==> src/rtl/shared_not_arbiter_pkg.sv <==
// ---------------------------------------------------------------------------
// shared_not_arbiter_pkg
// Shared definitions for the shared NOT-stage arbiter:
//   - state encoding of the sequencing FSM
//   - default requester count and completed-operation counter width
//   - ptr_width(): width of a requester index for a given requester count
// ---------------------------------------------------------------------------
package shared_not_arbiter_pkg;

    localparam int DEF_N     = 4;
    localparam int DEF_CNT_W = 8;

    typedef enum logic [1:0] {
        IDLE  = 2'b00,
        SERVE = 2'b01,
        DONE  = 2'b10
    } state_t;

    // A single requester still needs a 1-bit pointer, so clamp at 1.
    function automatic int ptr_width(input int n);
        return (n > 1) ? $clog2(n) : 1;
    endfunction

endpackage

==> src/rtl/shared_not_arbiter_rr_pick.sv <==
// ---------------------------------------------------------------------------
// shared_not_arbiter_rr_pick
// Combinational round-robin winner selection. Scans req starting at ptr,
// wrapping modulo N, and reports the first requester found.
//
// Ports:
//   req    in  [N-1:0]      request vector
//   ptr    in  [PTR_W-1:0]  index holding highest priority this round
//   winner out [PTR_W-1:0]  selected requester (0 when none found)
//   found  out              at least one request is pending
// ---------------------------------------------------------------------------
module shared_not_arbiter_rr_pick
    import shared_not_arbiter_pkg::*;
#(
    parameter int N     = DEF_N,
    parameter int PTR_W = ptr_width(N)
) (
    input  logic [N-1:0]     req,
    input  logic [PTR_W-1:0] ptr,
    output logic [PTR_W-1:0] winner,
    output logic             found
);

    int               idx;
    logic [PTR_W-1:0] idx_v;

    // Walk the offsets from farthest to nearest so that the nearest pending
    // request (lowest offset from ptr) is the last one written and wins.
    always_comb begin
        winner = '0;
        found  = 1'b0;
        idx    = 0;
        idx_v  = '0;
        for (int k = N - 1; k >= 0; k--) begin
            idx   = (int'(ptr) + k) % N;
            idx_v = PTR_W'(idx);
            if (req[idx_v]) begin
                winner = idx_v;
                found  = 1'b1;
            end
        end
    end

endmodule

==> src/rtl/shared_not_arbiter.sv <==
// ---------------------------------------------------------------------------
// shared_not_arbiter
// Round-robin arbiter and sequencer that shares one gate-level NOT stage
// among N requesters. A granted requester's operand is latched, inverted
// through the NOT primitive, and returned with a one-hot acknowledge.
//
// Ports:
//   clk       in             system clock, rising edge
//   rst       in             synchronous active-high reset
//   req       in  [N-1:0]    per-requester request, held until its ack
//   din       in  [N-1:0]    per-requester operand, sampled at grant
//   grant     out [N-1:0]    one-hot, registered, held through the service
//   ack       out [N-1:0]    one-hot, one-cycle result-valid pulse
//   dout      out            inverted operand, valid while ack is non-zero
//   busy      out            FSM is not IDLE
//   op_count  out [CNT_W-1:0] completed operations, wrapping
//
// state | meaning
// ------+-----------------------------------------------------------------
// IDLE  | no service; winner picked from req, grant/operand load on exit
// SERVE | operand passes through the NOT stage into the result register
// DONE  | ack and dout presented; counter and pointer advance on exit
// ---------------------------------------------------------------------------
module shared_not_arbiter
    import shared_not_arbiter_pkg::*;
#(
    parameter int N     = DEF_N,
    parameter int CNT_W = DEF_CNT_W
) (
    input  logic             clk,
    input  logic             rst,
    input  logic [N-1:0]     req,
    input  logic [N-1:0]     din,
    output logic [N-1:0]     grant,
    output logic [N-1:0]     ack,
    output logic             dout,
    output logic             busy,
    output logic [CNT_W-1:0] op_count
);

    localparam int PTR_W = ptr_width(N);

    state_t           state;
    state_t           state_nxt;
    logic [PTR_W-1:0] ptr;
    logic [PTR_W-1:0] win_q;
    logic [PTR_W-1:0] pick;
    logic             found;
    logic [N-1:0]     pick_onehot;
    logic             operand;
    logic             result;
    wire              not_out;

    shared_not_arbiter_rr_pick #(
        .N     (N),
        .PTR_W (PTR_W)
    ) u_rr_pick (
        .req    (req),
        .ptr    (ptr),
        .winner (pick),
        .found  (found)
    );

    // The single shared inverter every requester is time-multiplexed onto.
    not u_not (not_out, operand);

    assign pick_onehot = N'(1) << pick;

    always_ff @(posedge clk) begin
        if (rst) begin
            state    <= IDLE;
            grant    <= '0;
            ptr      <= '0;
            win_q    <= '0;
            operand  <= 1'b0;
            result   <= 1'b0;
            op_count <= '0;
        end else begin
            state <= state_nxt;
            case (state)
                IDLE: begin
                    if (found) begin
                        grant   <= pick_onehot;
                        win_q   <= pick;
                        operand <= din[pick];
                    end
                end
                SERVE: begin
                    result <= not_out;
                end
                DONE: begin
                    grant    <= '0;
                    op_count <= op_count + CNT_W'(1);
                    // The served requester drops to lowest priority.
                    ptr      <= (win_q == PTR_W'(N - 1)) ? '0 : win_q + PTR_W'(1);
                end
                default: begin
                    grant <= '0;
                end
            endcase
        end
    end

    // ack/dout are decoded from registered state and registered grant/result,
    // so they are clean one-cycle pulses aligned with DONE.
    always_comb begin
        state_nxt = state;
        ack       = '0;
        dout      = 1'b0;
        busy      = 1'b1;
        case (state)
            IDLE: begin
                busy = 1'b0;
                if (found) begin
                    state_nxt = SERVE;
                end
            end
            SERVE: begin
                state_nxt = DONE;
            end
            DONE: begin
                state_nxt = IDLE;
                ack       = grant;
                dout      = result;
            end
            default: begin
                state_nxt = IDLE;
                busy      = 1'b0;
            end
        endcase
    end

endmodule
==> config.mk <==
export PLATFORM = sky130hd
export DESIGN_NAME = shared_not_arbiter
export DESIGN_NICKNAME = d
export VERILOG_FILES = /design/src/rtl/shared_not_arbiter_pkg.sv /design/src/rtl/shared_not_arbiter_rr_pick.sv /design/src/rtl/shared_not_arbiter.sv
export SDC_FILE = /design/constraint.sdc
export NUM_CORES = 1
export LEC_CHECK = 0
export ABC_AREA = 1
export BUFFER_PORTS_ARGS = -buffer_cell sky130_fd_sc_hd__buf_2
export CELL_PAD_IN_SITES_DETAIL_PLACEMENT = 1
export CELL_PAD_IN_SITES_GLOBAL_PLACEMENT = 2
export CORE_ASPECT_RATIO = 1.5
export CORE_MARGIN = 2
export CORE_UTILIZATION = 29
export CTS_BUF_LIST = sky130_fd_sc_hd__clkbuf_4
export DETAILED_ROUTE_END_ITERATION = 10
export GPL_ROUTABILITY_DRIVEN = 0
export PLACE_DENSITY = 0.85
export SLEW_MARGIN = 5
export SYNTH_ARGS = -nofsm -noshare
export SYNTH_HDL_FRONTEND = slang
export SYNTH_HIERARCHICAL = 1
export SYNTH_SLANG_ARGS = --single-unit
export TNS_END_PERCENT = 1
==> constraint.sdc <==
create_clock -name clk -period 1.8 [get_ports clk]
set_input_delay 0.18 -clock clk [delete_from_list [all_inputs] [get_ports clk]]
set_output_delay 0.18 -clock clk [all_outputs]
set_load 0.05 [all_outputs]
==> results.yml <==
outcome:
  outcome: "finished clean"
timing:
  fin_crit_ns: 1.65
  finalHoldViolations: 0
  worst_pin_slew_ns: 0.408
  whs_ns: 0.145
  fin_ws_ns: 0.152
  timing.slew.headroom_pct: 72.8
  rsz0062_at_grt: "true"
  setup_violations: 0
  timing.fmax_mhz: 607
  fin_skew_ns: 0.00413
  final_max_slew_viol_count: 0
  min_period_over_period_pct: 91.6
  fin_tns_setup_ns: 0
worst_setup_path:
  crit_arrival_ns: 1.89
  path_max_fanout: 8
  cp-startpoint: "ptr[0]"
  worst-path-stages: 12
  end_kind: "flip-flop"
  path_buf_inv: 1
  r2r_start: "ptr[0]"
  start_kind: "flip-flop"
  required_ns: 2.04
  cp_top_family: "simple AND/OR/NAND/NOR gates"
  reg2reg_depth: 12
  r2r_end: "operand"
  crit_top_cell: "nor2_1"
  crit_chain: "buf_8 > nand2_1 > o21ai_4 > nor2_1 > nor2_1 > nand3_1 > nand2_1 > nor2_1 > nand2_1 > nand3_1 > nor2_1 > nor2_1"
  endpoint: "operand"
  max_stage_delay_ns: 0.37
  r2r_slack_ns: 0.15
  path_class: "flip-flop to flip-flop"
  cp_slowest_cell: "dfxtp_4"
logic_synthesis:
  synth_area_sq_um: 1150
  synth-seq-cells: 20
  seq_area_frac_synth_pct: 34.8
  async_flop_share_pct: 0
  avgSynthCellArea_sq_um: 6.61
  syn_inst: 174
  yosys_warnings: 6
  yosys.cell_types.count: 22
  synth_enable_flop_cells: 0
  syn-num-nets: 191
  ys.flop_type: "dfxtp_1"
placement:
  io_buffers: 27
  dp_hpwl_um: 2490
  dpl_cell_area_sq_um: 1340
  placedCellCount: 246
  dp_slack_ns: 0.0988
grt:
  antenna_found_initial: 0
  grt_pass1_vias: 1227
  grt_overflow: 0
  met3_usage_pct: 1.11
  grtUsageMet2_pct: 29.8
  gr-usage-met1_pct: 14.6
  grt.total_usage_pct: 14.8
  grt_busiest_layer: "met2"
  grt_pass1_wl_um: 5260
  grt_max_degree: 15
clocking:
  cts_num_sinks: 20
  hold_buffers: 0
  cts-buffers-inserted: 3
  path_clk_slew_ns: 0.10
  cts_root_buffer: "clkbuf_4"
  cts_buffer_depth: 2
  h-tree-depth: 1
  cts_tree: "built"
  post_cts_buffers: 0
  clkLatencyLatePin_ns: 0.29
detailed_routing:
  drtIter0Drc: 24
  vias: 1172
  drtAntennaViolNets: 0
  vias_per_cell: 4.71
  post_drt_wl_per_cell_um: 12.2
  drc: 0
  dr.pass1.iters: 4
  drt_wl_total_um: 3030
final_layout:
  stdcell_count: 249
  n_antenna_cell: 0
  final_common_cell: "nand2_1"
  drive_gt1_share_pct: 26.0
  syn_to_final_growth_pct: 23.4
  finalInstanceArea_sq_um: 1420
  n_fill_cell: 527
  fin_nets: 223
  final_cell_mix: "nand2_1, buf_2, inv_1, nor2_1, dfxtp_1"
die:
  initial_utilization_pct: 29.6
  die_area_sq_um: 4500
  ios: 28
  fp.coreArea_sq_um: 3890
  core.rowCount: 28
  die_width_um: 55.4
  die_h_um: 81.1
pwr:
  power_density_nw_per_um2: 827
  ir_worst_vdd_mv: 0.453
  p_leak_nw: 0.741
hold_path:
  hold_class: "input pin to flip-flop"
  hold_start: "rst"
run:
  cap_violations: 0
## report_power, final
group	switching [mW]	internal [mW]
clock network	0.126	0.0779
registers	0.0392	0.488
logic	0.303	0.140
total	0.469	0.705
## worst min path at each step
stage	endpoint	cells past startpoint
6_report	ptr[0]	2
5_1_grt	grant[2]	2
4_1_cts	grant[0]	2
3_5_place_dp	grant[0]	2
3_3_place_gp	grant[1]	2
2_1_floorplan	grant[0]	1
## per-layer routing
layer	up-vias	wire, um
li1	607	-
met1	542	1130
met2	17	1770
met3	6	73
met4	0	60
met5	-	0
## cell usage after synthesis (2+ instances only)
library cell | n | area [sq um]
dfxtp_1 | 20 | 400
o21ai_0 | 10 | 50.1
inv_1 | 22 | 82.6
nand3_1 | 15 | 75.1
nor2_1 | 22 | 82.6
a21oi_1 | 14 | 70.1
nor3_1 | 2 | 10.0
inv_2 | 4 | 15.0
nand2_2 | 5 | 31.3
nand2_1 | 42 | 158
ha_1 | 7 | 87.6
## cells by family after synthesis
group,count (synthesis),synth area share [%]
and+or+nand+nor,90,34.2
buffers and inverters,30,11.1
AOI/OAI and AO/OA,27,12.3
DFF,20,34.8
adders and majority gates,7,7.62
## what timing repair did
item / in CTS / in global routing
endpoints found under the setup margin: 1 / 11
gates resized for setup: 1 / 15
hold endpoints to repair: 0 / 0
## per-stage QoR
stage                     utilization (%)  total power [mW]
after detailed placement             34.5             0.963
after global routing                 36.5              1.28
after CTS                            35.1              1.18
after global placement               34.5             0.958
final                                36.5              1.17
after floorplan                         -             0.854
## flip-flops by register name, summed over array words and instances, names as in the netlist
| register | count |
|---|---|
| grant | 4 |
| ptr | 2 |
| operand | 1 |
| op_count | 8 |
| win_q | 2 |
| state | 2 |
| result | 1 |
## final cells by class
| cell class | instances | area (sq um) | area share, % |
|---|---|---|---|
| clock buffers | 3 | 22.5 | 1.59 |
| well taps | 45 | 56.3 | 3.97 |
| multi-input cells | 124 | 654 | 46.1 |
| flip-flops and latches | 20 | 404 | 28.5 |
| repair buffers | 30 | 178 | 12.5 |
| inverters | 27 | 104 | 7.32 |
Note: power is estimated with default switching activity, not from simulation.
